`config.mk`:
```
export PLATFORM = sky130hd
export DESIGN_NAME = joint_cmd_supervisor
export DESIGN_NICKNAME = d
export VERILOG_FILES = /design/src/rtl/remora_pkg.sv /design/src/rtl/watchdog_timer.sv /design/src/rtl/joint_cmd_supervisor.sv
export SDC_FILE = /design/constraint.sdc
export NUM_CORES = 1
export LEC_CHECK = 0
export BUFFER_PORTS_ARGS = -buffer_cell sky130_fd_sc_hd__buf_2
export CELL_PAD_IN_SITES_DETAIL_PLACEMENT = 0
export CELL_PAD_IN_SITES_GLOBAL_PLACEMENT = 1
export CORE_MARGIN = 2
export CORE_UTILIZATION = 42
export DETAILED_ROUTE_END_ITERATION = 16
export PLACE_DENSITY_LB_ADDON = 0.1
export SYNTH_ARGS = -nofsm -noshare
export SYNTH_HDL_FRONTEND = slang
export SYNTH_SLANG_ARGS = --single-unit
```
`constraint.sdc`:
```
create_clock -name clk -period 13.8 [get_ports clk]
set_input_delay 2.07 -clock clk [delete_from_list [all_inputs] [get_ports clk]]
set_output_delay 2.07 -clock clk [all_outputs]
set_load 0.01 [all_outputs]
```
`src/rtl/remora_pkg.sv`:
```
// Shared definitions for the remora joint-command path: supervisor state
// encoding, command width and default timing derived from the 48 MHz sysclk.
package remora_pkg;

   typedef enum logic [1:0] {
      ST_IDLE   = 2'd0,
      ST_ARMING = 2'd1,
      ST_RUN    = 2'd2,
      ST_FAULT  = 2'd3
   } sup_state_t;

   localparam int JOINT_CMD_W = 32;
   localparam int FRAME_CNT_W = 8;

   localparam int SYSCLK_HZ          = 48_000_000;
   localparam int DEF_TIMEOUT_CYCLES = SYSCLK_HZ / 10;    // 100 ms link loss
   localparam int DEF_ENABLE_STAGGER = SYSCLK_HZ / 1000;  // 1 ms per joint
   localparam int DEF_ARM_FRAMES     = 3;

endpackage

```
`src/rtl/watchdog_timer.sv`:
```
// Link watchdog: counts cycles since the last kick and flags expiry when the
// count sits at TIMEOUT_CYCLES-1 with no kick. A kick in the expiry cycle wins.
module watchdog_timer #(
   parameter int TIMEOUT_CYCLES = 4800000
) (
   input  logic clk,
   input  logic rst,
   input  logic enable,
   input  logic kick,
   output logic expired
);

   localparam int              CNT_W = $clog2(TIMEOUT_CYCLES);
   localparam logic [CNT_W-1:0] LAST = CNT_W'(TIMEOUT_CYCLES - 1);

   logic [CNT_W-1:0] count;

   // Held at zero while disabled; saturates at LAST so expiry stays asserted.
   always_ff @(posedge clk or posedge rst) begin
      if (rst)                  count <= '0;
      else if (!enable || kick) count <= '0;
      else if (count != LAST)   count <= count + CNT_W'(1);
   end

   assign expired = enable && !kick && (count == LAST);

endmodule

```
`src/rtl/joint_cmd_supervisor.sv`:
```
// Gates joint commands/enables on link health: arm after ARM_FRAMES frames,
// release joint enables one at a time, and latch a fault on frame loss.
module joint_cmd_supervisor
   import remora_pkg::*;
#(
   parameter int NUM_JOINTS     = 5,
   parameter int TIMEOUT_CYCLES = 4800000,
   parameter int ARM_FRAMES     = 3,
   parameter int ENABLE_STAGGER = 48000
) (
   input  logic                              clk,
   input  logic                              rst,
   input  logic                              frame_valid,
   input  logic                              clear_fault,
   input  logic [JOINT_CMD_W*NUM_JOINTS-1:0] cmd_in,
   input  logic [NUM_JOINTS-1:0]             enable_in,
   output logic [JOINT_CMD_W*NUM_JOINTS-1:0] cmd_out,
   output logic [NUM_JOINTS-1:0]             enable_out,
   output logic                              fault,
   output logic [1:0]                        state
);

   localparam int CMD_W = JOINT_CMD_W * NUM_JOINTS;
   localparam int STG_W = $clog2(ENABLE_STAGGER + 1);
   localparam logic [STG_W-1:0]       STG_LAST = STG_W'(ENABLE_STAGGER - 1);
   localparam logic [FRAME_CNT_W-1:0] ARM_N    = FRAME_CNT_W'(ARM_FRAMES);
   localparam logic [FRAME_CNT_W-1:0] CNT_MAX  = '1;

   sup_state_t              state_q, state_n;
   logic [FRAME_CNT_W-1:0]  frame_cnt_q, frame_cnt_n, frame_inc;
   logic [CMD_W-1:0]        cmd_lat_q, cmd_lat_n, cmd_gated;
   logic [NUM_JOINTS-1:0]   stage_q, stage_n;
   logic [STG_W-1:0]        stag_cnt_q, stag_cnt_n;
   logic                    wd_enable, expired, run_n;

   assign wd_enable = (state_q == ST_ARMING) || (state_q == ST_RUN);

   watchdog_timer #(.TIMEOUT_CYCLES(TIMEOUT_CYCLES)) u_wdog (
      .clk     (clk),
      .rst     (rst),
      .enable  (wd_enable),
      .kick    (frame_valid),
      .expired (expired)
   );

   // Next-state logic: FSM, frame counter, command latch and stagger sequencer.
   always_comb begin
      state_n     = state_q;
      frame_cnt_n = frame_cnt_q;
      cmd_lat_n   = cmd_lat_q;
      stage_n     = stage_q;
      stag_cnt_n  = stag_cnt_q;
      frame_inc   = (frame_cnt_q == CNT_MAX) ? CNT_MAX : frame_cnt_q + FRAME_CNT_W'(1);
      case (state_q)
         ST_IDLE: begin
            frame_cnt_n = '0;
            cmd_lat_n   = '0;
            stage_n     = '0;
            stag_cnt_n  = '0;
            if (frame_valid) begin
               if (ARM_N == FRAME_CNT_W'(1)) begin
                  state_n   = ST_RUN;
                  cmd_lat_n = cmd_in;
                  stage_n   = NUM_JOINTS'(1);
               end else begin
                  state_n     = ST_ARMING;
                  frame_cnt_n = FRAME_CNT_W'(1);
               end
            end
         end
         ST_ARMING: begin
            if (expired) begin
               state_n = ST_FAULT;
            end else if (frame_valid) begin
               frame_cnt_n = frame_inc;
               if (frame_inc >= ARM_N) begin
                  state_n    = ST_RUN;
                  cmd_lat_n  = cmd_in;
                  stage_n    = NUM_JOINTS'(1);
                  stag_cnt_n = '0;
               end
            end
         end
         ST_RUN: begin
            if (expired) begin
               state_n    = ST_FAULT;
               cmd_lat_n  = '0;
               stage_n    = '0;
               stag_cnt_n = '0;
            end else begin
               if (frame_valid) cmd_lat_n = cmd_in;
               // Sequencer freezes once every joint has been released.
               if (!(&stage_q)) begin
                  if (stag_cnt_q == STG_LAST) begin
                     stage_n    = (stage_q << 1) | NUM_JOINTS'(1);
                     stag_cnt_n = '0;
                  end else begin
                     stag_cnt_n = stag_cnt_q + STG_W'(1);
                  end
               end
            end
         end
         ST_FAULT: begin
            frame_cnt_n = '0;
            cmd_lat_n   = '0;
            stage_n     = '0;
            stag_cnt_n  = '0;
            if (clear_fault) state_n = ST_IDLE;
         end
         default: state_n = ST_IDLE;
      endcase
   end

   assign run_n = (state_n == ST_RUN);

   // Joints not yet released by the stagger mask see a zero command.
   always_comb begin
      cmd_gated = '0;
      for (int i = 0; i < NUM_JOINTS; i++)
         if (stage_n[i]) cmd_gated[i*JOINT_CMD_W +: JOINT_CMD_W] = cmd_lat_n[i*JOINT_CMD_W +: JOINT_CMD_W];
   end

   // State and registered outputs; outputs reflect the post-edge state directly.
   always_ff @(posedge clk or posedge rst) begin
      if (rst) begin
         state_q     <= ST_IDLE;
         frame_cnt_q <= '0;
         cmd_lat_q   <= '0;
         stage_q     <= '0;
         stag_cnt_q  <= '0;
         cmd_out     <= '0;
         enable_out  <= '0;
         fault       <= 1'b0;
      end else begin
         state_q     <= state_n;
         frame_cnt_q <= frame_cnt_n;
         cmd_lat_q   <= cmd_lat_n;
         stage_q     <= stage_n;
         stag_cnt_q  <= stag_cnt_n;
         cmd_out     <= run_n ? cmd_gated : '0;
         enable_out  <= run_n ? (enable_in & stage_n) : '0;
         fault       <= (state_n == ST_FAULT);
      end
   end

   assign state = state_q;

endmodule

```
==> metrics.md <==
| Metric | Value |
|---|---|
| DRC | 0 |
| Final hold violation count | 0 |
| Postcts setup bufs | 0 |
| WP data required | 14190 ps |
| CTS tree | yes |
| Async SR Flop Fraction | 100% |
| Most used cell, CP | buf_4 |
| Post-CTS sizing | 0 |
| Max Freq | 0.184 GHz |
| #FFs+latches synth | 380 |
| Startpoint types | primary input |
| First-pass GRT wire length | 63400 um |
| Status | finished, final reports clean |
| Power per standard cell area | 172 mW/mm^2 |
| GP Congestion | 0.776 |
| Share of layout cells above drive strength 1 | 25.0% |
| GRT overflow | 0 |
| Clk_skew | 13.3 ps |
| Setup violators final | 0 |
| Row Count | 69 |
| Clk Latency, worst-skew pair | 560 ps |
| CTS Buffer Depth | 3 |
| CTS clk-pin slew, worst paths | 60 ps |
| Mapped Cells | 1440 |
| Fin Hold WS | 500 ps |
| Slowest CP cell | buf_4 |
| Routed wire per std cell | 17.5 um |
| # H-tree levels | 2 |
| Post-Syn Area | 0.0151 mm^2 |
| Post-DP HPWL | 24700 um |
| Unrepaired setup endpoints after global routing | no |
| Antenna Violating Nets Remaining | 0 |
| Main flop type after synthesis | dfrtp_1 |
| Maxcap violations | 0 |
| Number of global-route vias before repair | 11500 |
| Worst reg2reg startpoint | state[0]$_DFF_PP0_ |
| Critical Path AT | 5810 ps |
| Vias | 11500 |
| Largest net degree at the start of global routing | 110 |
| Die area | 0.0375 mm^2 |
| Tmin final | 5420 ps |
| Layout Area Growth over Synthesis | 22.8% |
| Drt initial violations | 669 |
| CTS sink cnt | 380 |
| Post-Route WL | 39300 um |
| Total track usage | 21.0% |
| Worst hold path class | flip-flop to flip-flop |
| Critical-path maximum fanout | 103 |
| DR vias/cell | 5.13 |
| Area occupied by multi-input gates | 0.00513 mm^2 |
| DRT Pass-1 Iters | 5 |
| PnR Total Power | 3.18 mW |
| CP Launch Point | frame_valid |
| Mapped Avg Cell Area | 10.5 um^2 |
| Die H | 194 um |
| Post-synthesis sequential area ratio | 62.9% |
| LEAKAGE | 8.92 nW |
| Clock root cell | clkbuf_16 |
| I/O Buffers | 336 |
| Max_slew headroom | 19.7% |
| Tcrit/Tclk final | 39.3% |
| Initial antenna violation count | 16 |
| EDFF count, synth | 0 |
| Hold buffers post-CTS | 0 |
| VDD IR max | 0.000103 V |
| Setup TNS | 0 ps |
| Core area | 0.0355 mm^2 |
| Die Wd | 194 um |
| Hold Crit Start | u_wdog.count[0]$_DFFE_PP0N_ |
| FF+latch area | 0.00951 mm^2 |
| Fin nets | 1919 |
| Boundary pin count | 337 |
| Final Slew Violations | 0 |
| Tightest Pin Transition | 1200 ps |
| Distinct cell type count after synthesis | 59 |
| CTS Buf Count | 42 |
| Critical-path cell list | buf_2 > nand2b_1 > nor2_1 > nand3_1 > a21oi_4 > buf_4 > buf_4 > a211oi_1 |
| Crit-path max cell delay | 810 ps |
| Synth Warn # | 0 |
| Critical path class | primary input to flip-flop |
| CP Capture Type | flip-flop |
| Starting density of the core | 42.6% |
| Filler instances | 3315 |
| Syn Nets | 1618 |
cells in the mapped netlist, drive strengths merged, types with 10 or more instances:
master	instances	share of area, %
a211oi	127	6.3
a21oi	178	5.9
and2	36	1.5
buf	62	2.0
clkbuf	34	0.84
dfrtp	380	63
inv	24	0.60
nand2	356	8.8
nand3	23	0.76
nor2	33	0.82
nor3	14	0.46
o211ai	10	0.63
o21ai	34	1.2
xnor2	11	0.64
critical path: cells and delay by family:
kind,cells,cell delay [ps]
AO/OA/AOI/OAI,2,560
buffers and inverters,3,1740
AND/OR/NAND/NOR,3,1350
state kept, by name, indices dropped and copies added, names as in the netlist:
| name | flops |
|---|---|
| cmd_lat_q | 160 |
| cmd_out | 160 |
| enable_out | 5 |
| fault | 1 |
| frame_cnt_q | 8 |
| stag_cnt_q | 16 |
| stage_q | 5 |
| state | 2 |
| u_wdog.count | 23 |
layer usage:
| layer | wire (um) | global-route usage, % | up-vias |
|---|---|---|---|
| met1 | 16800 | 27.2 | 5566 |
| met5 | 37 | 0 | - |
| met2 | 18200 | 32.4 | 278 |
| met4 | 1100 | 8.26 | 6 |
| met3 | 3140 | 7.29 | 70 |
| li1 | - | - | 5599 |
path summary, 6_finish.rpt:
kind | to | slack, ps | depth (start not counted)
max | cmd_out[118]$_DFF_PP0_ | 8380 | 8
min | u_wdog.count[0]$_DFFE_PP0N_ | 500 | 1
max reg2reg | cmd_out[118]$_DFF_PP0_ | 9190 | 9
min reg2reg | u_wdog.count[0]$_DFFE_PP0N_ | 500 | 1
max in group asynchronous | cmd_out[38]$_DFF_PP0_ | 9840 | 4
min in group asynchronous | cmd_out[17]$_DFF_PP0_ | 1680 | 2
report_power, final:
part / switching, mW / internal, mW
clock network: 0.445 / 0.686
registers: 0.0478 / 1.26
logic: 0.564 / 0.177
total: 1.06 / 2.13
per-stage QoR:
step	area (um^2)	setup slack, ps	std cells	utilization [%]
4_1_cts	18500	8420	2232	52.2
6_report	18600	8380	2245	52.3
3_3_place_gp	17100	7860	2158	48.3
5_1_grt	18500	8030	2237	52.2
2_1_floorplan	15100	1170	1440	-
3_5_place_dp	17100	7810	2158	48.3
cell usage in the layout, fill, tap and decap left out, types with 3 or more instances in the layout:
| cell | Yosys | routed |
|---|---|---|
| dfrtp_1 | 380 | 380 |
| nor3b_1 | 5 | 5 |
| a21oi_1 | 177 | 177 |
| clkbuf_8 | 0 | 7 |
| or4_1 | 6 | 6 |
| inv_1 | 23 | 22 |
| o211ai_4 | 0 | 4 |
| and4_1 | 3 | 3 |
| nand4_1 | 7 | 7 |
| bufinv_16 | 0 | 3 |
| or3_1 | 5 | 5 |
| nand2_1 | 356 | 356 |
| mux2i_1 | 3 | 3 |
| nand2b_1 | 7 | 7 |
| o41ai_1 | 5 | 5 |
| nand3_1 | 23 | 23 |
| buf_4 | 1 | 17 |
| and2_1 | 36 | 36 |
| xor2_1 | 3 | 3 |
| o22ai_1 | 5 | 5 |
| ha_1 | 9 | 9 |
| xnor2_1 | 11 | 11 |
| a211oi_1 | 127 | 127 |
| nor2_1 | 33 | 33 |
| nor3_1 | 14 | 14 |
| and3_1 | 8 | 8 |
| diode_2 | 0 | 13 |
| clkbuf_16 | 0 | 45 |
| clkinv_2 | 0 | 9 |
| buf_2 | 40 | 336 |
| o21ai_0 | 32 | 32 |
| nor4_2 | 4 | 4 |
| o31ai_1 | 6 | 6 |
| or2_2 | 5 | 5 |
| a31oi_1 | 6 | 6 |
| nor2b_1 | 6 | 6 |
| o211ai_1 | 6 | 6 |
| clkbuf_1 | 34 | 10 |
layout make-up:
| cell class | count | area share (%) |
|---|---|---|
| timing repair buffer | 353 | 9.75 |
| inverter | 24 | 0.526 |
| tap | 461 | 3.11 |
| sequential | 380 | 51.3 |
| antenna | 13 | 0.175 |
| multi-input combinational | 940 | 27.7 |
| clock buffer | 62 | 6.79 |
| clock inverter | 12 | 0.728 |
cell families after synthesis:
logic type | after synthesis | synth area share (%)
XOR/XNOR | 14 | 0.812
adder cells (fa/ha/maj) | 9 | 0.745
AO/OA/AOI/OAI | 385 | 16.1
flip-flops | 380 | 62.9
AND/OR/NAND/NOR | 528 | 15.6
multiplexers | 4 | 0.273
buffers and inverters | 120 | 3.49
Power figures use the tool's default switching activity.
